<file path="src/rtl/conv_window_gen.sv">
// Streaming 3x3 sliding-window generator over raster-order pixels with two line buffers.
// Define CWG_FRAME_DONE_EN to add the frame_done pulse on the last window of each frame.
module conv_window_gen #(
    parameter int IMG_W = 8,
    parameter int IMG_H = 8,
    parameter int WIDTH = 32
) (
    input  logic                  clk,
    input  logic                  rst,
    input  logic                  in_valid,
    output logic                  in_ready,
    input  logic [WIDTH-1:0]      in_data,
    output logic                  out_valid,
    input  logic                  out_ready,
    output logic [8:0][WIDTH-1:0] window
`ifdef CWG_FRAME_DONE_EN
    ,
    output logic                  frame_done
`endif
);

    localparam int CW = (IMG_W > 1) ? $clog2(IMG_W) : 1;
    localparam int RW = (IMG_H > 1) ? $clog2(IMG_H) : 1;

    localparam logic [CW-1:0] C_LAST = CW'(IMG_W - 1);
    localparam logic [RW-1:0] R_LAST = RW'(IMG_H - 1);
    localparam logic [CW-1:0] C_TWO  = CW'(2);
    localparam logic [RW-1:0] R_TWO  = RW'(2);

    logic [CW-1:0]          c_q, c_d;
    logic [RW-1:0]          r_q, r_d;
    logic                   ov_q, ov_d;
    logic [8:0][WIDTH-1:0]  win_q, win_d;
    logic [WIDTH-1:0]       lb0_q [IMG_W];
    logic [WIDTH-1:0]       lb1_q [IMG_W];
    logic [2:0][WIDTH-1:0]  col_new;
    logic                   accept;
    logic                   emit;
    logic                   last_px;

    assign in_ready  = !ov_q || out_ready;
    assign accept    = in_valid && in_ready;
    assign emit      = (r_q >= R_TWO) && (c_q >= C_TWO);
    assign last_px   = (r_q == R_LAST) && (c_q == C_LAST);
    // Lane 0 is the oldest row (two rows up), lane 2 the incoming pixel.
    assign col_new   = {in_data, lb0_q[c_q], lb1_q[c_q]};
    assign out_valid = ov_q;
    assign window    = win_q;

    always_comb begin
        c_d   = c_q;
        r_d   = r_q;
        ov_d  = ov_q;
        win_d = win_q;
        if (ov_q && out_ready) begin
            ov_d = 1'b0;
        end
        if (accept) begin
            for (int i = 0; i < 3; i++) begin
                win_d[3*i]   = win_q[3*i+1];
                win_d[3*i+1] = win_q[3*i+2];
                win_d[3*i+2] = col_new[i];
            end
            if (emit) begin
                ov_d = 1'b1;
            end
            if (c_q == C_LAST) begin
                c_d = '0;
                r_d = (r_q == R_LAST) ? '0 : r_q + RW'(1);
            end else begin
                c_d = c_q + CW'(1);
            end
        end
    end

`ifdef CWG_FRAME_DONE_EN
    logic fd_q, fd_d;

    // Pulses only on the accept edge, so a stalled last window shows it once.
    assign fd_d       = accept && last_px;
    assign frame_done = fd_q;

    always_ff @(posedge clk) begin
        if (rst) begin
            fd_q <= 1'b0;
        end else begin
            fd_q <= fd_d;
        end
    end
`endif

    always_ff @(posedge clk) begin
        if (rst) begin
            c_q   <= '0;
            r_q   <= '0;
            ov_q  <= 1'b0;
            win_q <= '0;
        end else begin
            c_q   <= c_d;
            r_q   <= r_d;
            ov_q  <= ov_d;
            win_q <= win_d;
        end
    end

    // Line buffers carry no reset; rows 0-1 refill them before use.
    always_ff @(posedge clk) begin
        if (accept && !rst) begin
            lb1_q[c_q] <= lb0_q[c_q];
            lb0_q[c_q] <= in_data;
        end
    end

endmodule

</file>
<file path="config.mk">
export PLATFORM = sky130hd
export DESIGN_NAME = conv_window_gen
export DESIGN_NICKNAME = d
export VERILOG_FILES = /design/src/rtl/conv_window_gen.sv
export SDC_FILE = /design/constraint.sdc
export NUM_CORES = 1
export LEC_CHECK = 0
export ABC_AREA = 1
export CAP_MARGIN = 20
export CORE_ASPECT_RATIO = 0.5
export CORE_MARGIN = 2
export CORE_UTILIZATION = 45
export DETAILED_ROUTE_END_ITERATION = 16
export GPL_TIMING_DRIVEN = 0
export PLACE_DENSITY = 0.66
export SYNTH_ARGS = -nofsm -noshare
export SYNTH_HDL_FRONTEND = slang
export SYNTH_SLANG_ARGS = --single-unit
</file>
<file path="constraint.sdc">
create_clock -name clk -period 12.58 [get_ports clk]
set_input_delay 1.258 -clock clk [delete_from_list [all_inputs] [get_ports clk]]
set_output_delay 1.258 -clock clk [all_outputs]
set_load 0.02 [all_outputs]
</file>
# Word-level counts from Yosys, hierarchy flattened
# Memories as Yosys holds them, arrays and structs flattened. A register that Yosys moved wholly into a read port is not among the register bits.
# Index checks and enable logic that the tools add are counted.
op_classes:
  n_addsub: 2
  order_cmp: 2
  eq_ne: 2
  mux: 9
  reduce_logical: 8
op_table:
  columns: ["cell", "count"]
  rows:
  - ["2-to-1 mux 3 bit", 4]
  - ["adder 3 x 1 -> 3 bit, second input constant", 2]
  - ["equality test 3 bit, second input constant", 2]
  - ["greater-or-equal comparator 3 x 2 -> 1 bit, second input constant", 2]
  - ["2-to-1 mux 1 bit", 5]
  - ["logical AND 1 bit", 4]
  - ["zero test 1 bit", 2]
  - ["AND reduction 2 bit", 1]
  - ["logical OR 1 bit", 1]
totals:
  reg_bits: 263
  ramBits: 512
  input_bits: 36
  output_inout_bits: 290
  wordCells: 36
  mem_count: 2
mem_list:
  columns: ["memory", "depth", "word_bits", "rd", "rd_ports_with_merged_regs", "write_ports", "line_no", "text"]
  rows:
  - ["lb0_q", 8, 32, 1, 1, 1, "34", "logic [WIDTH-1:0] lb0_q [IMG_W];"]
  - ["lb1_q", 8, 32, 1, 1, 1, "35", "logic [WIDTH-1:0] lb1_q [IMG_W];"]

# Depth between registers and ports, before layout
depth:
  word_depth: 6
  depth_mapped: 9
  mapped_depth_nobuf: 8

# Least setup slack after synthesis
# Ideal clock, no wire load.
synth_timing:
  path_type: "input to register"
  from: "input out_ready"
  to: "memory lb0_q[0][0] (enable)"
  setup_time_ps: 486
  t_arrival_ps: 4596
  required_ps: 12094
  path_slack_ps: 7498
  cell_stages: 7
  n_path_buf: 1
  cell_sequence: "inv_2 -> nand2_2 -> nand2_2 -> clkbuf_1 -> nor2_1 -> nand2_1 -> nor2_1"
synth_via:
  elab_chain_len: 5
synth_lines:
  columns: ["element", "line_no", "text"]
  rows:
  - ["start: declaration", "14", "input logic out_ready,"]
  - ["logical OR 1 bit", "41", "assign in_ready = !ov_q || out_ready;"]
  - ["via in_ready", "11", "output logic in_ready,"]
  - ["logical AND 1 bit", "42", "assign accept = in_valid && in_ready;"]
  - ["logical AND 1 bit", "108", "if (accept && !rst) begin"]
  - ["2-to-1 mux 1 bit", "108", null]
  - ["2-to-1 mux 1 bit (implied by the code)", "110", "lb0_q[c_q] <= in_data;"]
  - ["end: declaration", "34", null]
# The timed path passes the listed nets, and every way through them passes these cells.

# Worst setup path after layout
layout_timing:
  from: "input out_ready"
  to: "memory lb0_q[7][19] (enable)"
layout_via:
  elab_chain_len: 5
layout_lines:
  columns: ["element", "line_no"]
  rows:
  - ["logical OR 1 bit", "41"]
  - ["logical AND 1 bit", "42"]
  - ["logical AND 1 bit", "108"]
  - ["2-to-1 mux 1 bit", "108"]
  - ["2-to-1 mux 1 bit (implied by the code)", "110"]
# Every way passes these cells.

==> impl.org <==
** Status
- The run finished with clean final reports.

** Synthesis
- Synthesized area divided by synthesized cell count :: 10.1 um^2
- Counting flops and latches in the post-synthesis netlist gives 810.
- For this run, the register share of the synthesized area comes to 68.5%.
- When the netlist entered floorplanning its net count stood at 3,112.
- The netlist uses 23 different library cells.
- Cell count after synthesis :: 3,070
- Synth Warn # :: 0
- Netlist area before placement :: 31,200 um^2

** Pwr
- Power per unit of standard cell area :: 157 nW/um^2
- Peak VDD IR :: 91.4 uV
- Static Leakage :: 15.2 nW

** STA
- Headroom to the max-slew limit came out at 33.9%.
- The worst path meets setup with 8750 ps of slack.
- Number of max-slew violations in the final report :: 0
- Minimum period implied by the final worst setup slack :: 3830 ps
- Setup repair after global routing missed its margin :: no
- Final hold viol count :: 0
- Static timing analysis puts the maximum clock frequency at 261 MHz.
- Setup violations remaining at the end of the flow were counted as 0.
- Across the routed clock network, the largest skew measured is 24.7 ps.
- Setup TNS :: 0 ps
- The worst path uses 30.4% of the clock period.
- For the pin with the worst max-slew slack, the measured transition is 989 ps.
- Hold timing on the final database bottoms out at a slack of 482 ps.

** Die
- The initialized floorplan defines 68 standard-cell rows.
- Total die area :: 71,500 um^2
- CORE AREA :: 68,700 um^2
- The die is 190 um tall.
- The die is 376 um wide.
- In this run the count of I/O pins placed on the die edge is 326.
- Initial cell density of the core :: 45.3%

** Finish
- The post-route netlist has 6.82% of its cells at a drive strength greater than 1.
- Area Growth Syn to Fin :: 23.3%
- Highest-count cells in the layout ignoring fill and taps :: sky130_fd_sc_hd__nor2_1, sky130_fd_sc_hd__edfxtp_1, sky130_fd_sc_hd__nand2_1
- In the final design database the tool counted 3,531 nets.
- Most common library cell in the layout ignoring fill and taps :: sky130_fd_sc_hd__nor2_1
- Filler cell count in the final layout :: 5,830

** Clock network
- For the worst-skew pair, the clock arrives at the later sink with an insertion delay of 630 ps.
- Total of cells resized after clock tree synthesis :: 0
- Buffers inserted to repair hold after CTS numbered 0.
- Clock root buffer :: sky130_fd_sc_hd__clkbuf_16
- TritonCTS built the clock tree.
- Total clock sinks :: 810
- After clock tree synthesis, the clock-pin slew on the worst setup and hold paths is 60 ps.
- Buffers inserted during post-CTS setup optimization :: 0
- Maximum level of the CTS H-tree :: 3
- Counting the buffers created by CTS gives 73.
- In this run the deepest clock path goes through 3 buffers.

** Routing
- DR WL/cell :: 20.3 um
- Per-cell via count in the routed design :: 5.13
- After detailed routing, the total wire length is 90,600 um.
- For this run, the detailed router's first-pass iteration total came to 6.
- Total vias in the final route :: 22,900
- Number of design-rule violations left by the first detailed-router iteration :: 2,457
- Remaining antenna violation count after routing :: 0
- For this run, design rule violations remaining after detail routing come to 0.

** Global route
- In the global route stage, met3 resource usage came out at 4.12%.
- GRT Overall Usage :: 24.9%
- The layer flagged by global routing as most heavily used is met2.
- Entering global routing, the biggest net connects 28 pins.
- The first global-routing pass estimated 133,000 um of wire.
- Global routing consumed, on the met2 layer, 42.3% of the routing resources.
- Overflow left after global routing :: 0
- Antenna violations before repair :: 0
- In the global route stage, met1 resource usage came out at 31.8%.
- The via count of the first global-routing pass came to 21,700.

** Worst setup path
- For flop-to-flop paths, the worst setup slack is 9570 ps.
- For the worst setup path, the data arrival time is 4150 ps.
- Kind of end point of the critical path :: flop
- For the worst setup path, the data required time is 12,900 ps.
- The setup path with the least slack is of type primary input to flop.
- Worst-path maximum fanout :: 24
- The worst setup path is launched from a primary input.

** Place
- Port buffering added 325 buffers.
- Global placer's final weighted congestion :: 0.869
- Worst Setup Slack post-DPL :: 8130 ps
- Half-perimeter wire length of the detailed placement result :: 64,400 um

** Min path
- HP Class :: flop to flop

** Run
- The tool flagged a number of max-cap violations equal to 0.
final timing paths:
| path | endpoint | from | cells past startpoint |
|---|---|---|---|
| setup / recovery | lb0_q[7][19] | out_ready | 10 |
| hold / removal | window[7] | window[7] | 2 |
| setup reg to reg | lb0_q[7][19] | out_valid | 8 |
| hold reg to reg | window[7] | window[7] | 2 |
layer usage:
metal,wire length (um),part of all wire (%)
met1,36600,40
met2,44200,49
met3,6280,6.9
met4,3550,3.9
met5,0,0
cell usage after synthesis (all sizes together):
cell	n	area share, %
edfxtp	512	49
nand2	368	4.5
nor3	1	0.016
buf	102	1.8
dfxtp	298	19
o211ai	65	1.6
nand3	224	3.6
a21oi	39	0.63
ha	6	0.24
or2	1	0.020
inv	367	4.4
o21ai	386	6.2
nor2	619	7.5
clkbuf	82	1.0
stage by stage:
| stage | area [um^2] | cells | power, W | util, % |
|---|---|---|---|---|
| detailed placement | 36000 | 4324 | 0.00384 | 52.4 |
| CTS | 38400 | 4457 | 0.00605 | 55.8 |
| floorplan | 31200 | 3070 | 0.00345 | - |
| global placement | 35500 | 4305 | 0.00382 | 51.7 |
| global route | 38400 | 4457 | 0.00622 | 55.8 |
| finish | 38400 | 4460 | 0.00603 | 55.9 |
report_power, final:
group	internal, W	leakage (nW)	total [W]	switching (W)
Clock	0.00126	1.15	0.00225	0.000982
Combinational	0.000249	7.01	0.000759	0.000510
Sequential	0.00296	7.09	0.00303	0.0000688
cells by family (layout without fill, tap and decap cells):
kind of cell    Yosys count  after routing  synth area share (%)
other cells               0              3                     0
compound gates          490            490                  8.39
flops                   810            810                  68.5
fa+ha+maj                 6              6                 0.241
buf+inv                 551           1028                  7.26
simple gates           1213           1213                  15.6
worst max-delay path, cell delays in order:
cell and delay, ps:
sky130_fd_sc_hd__clkdlybuf4s50_1 480, sky130_fd_sc_hd__inv_2 40, sky130_fd_sc_hd__nand2_2 70, sky130_fd_sc_hd__nand2_2 130
sky130_fd_sc_hd__clkbuf_1 290, sky130_fd_sc_hd__nor2_1 220, sky130_fd_sc_hd__nand2_1 260, sky130_fd_sc_hd__nor2_4 830
sky130_fd_sc_hd__buf_12 300, sky130_fd_sc_hd__buf_16 210
sequential cells by signal (all words and copies together), names as in the netlist, named ones only:
signal and cells:
lb1_q 256, out_valid 1, r_q 3, c_q 3
lb0_q 256, window 288
final cells by class:
cell class,count,area (um^2),area share (%)
repair buffers,344,3690,9.60
clock inverters,38,359,0.935
inverters,367,1380,3.59
well taps,910,1140,2.96
multi-input cells,1709,7610,19.8
diodes,3,7.51,0.0195
flip-flops and latches,810,21300,55.6
plain buffers,184,885,2.30
clock buffers,95,1990,5.19
Note: power is estimated with default switching activity, not from simulation.
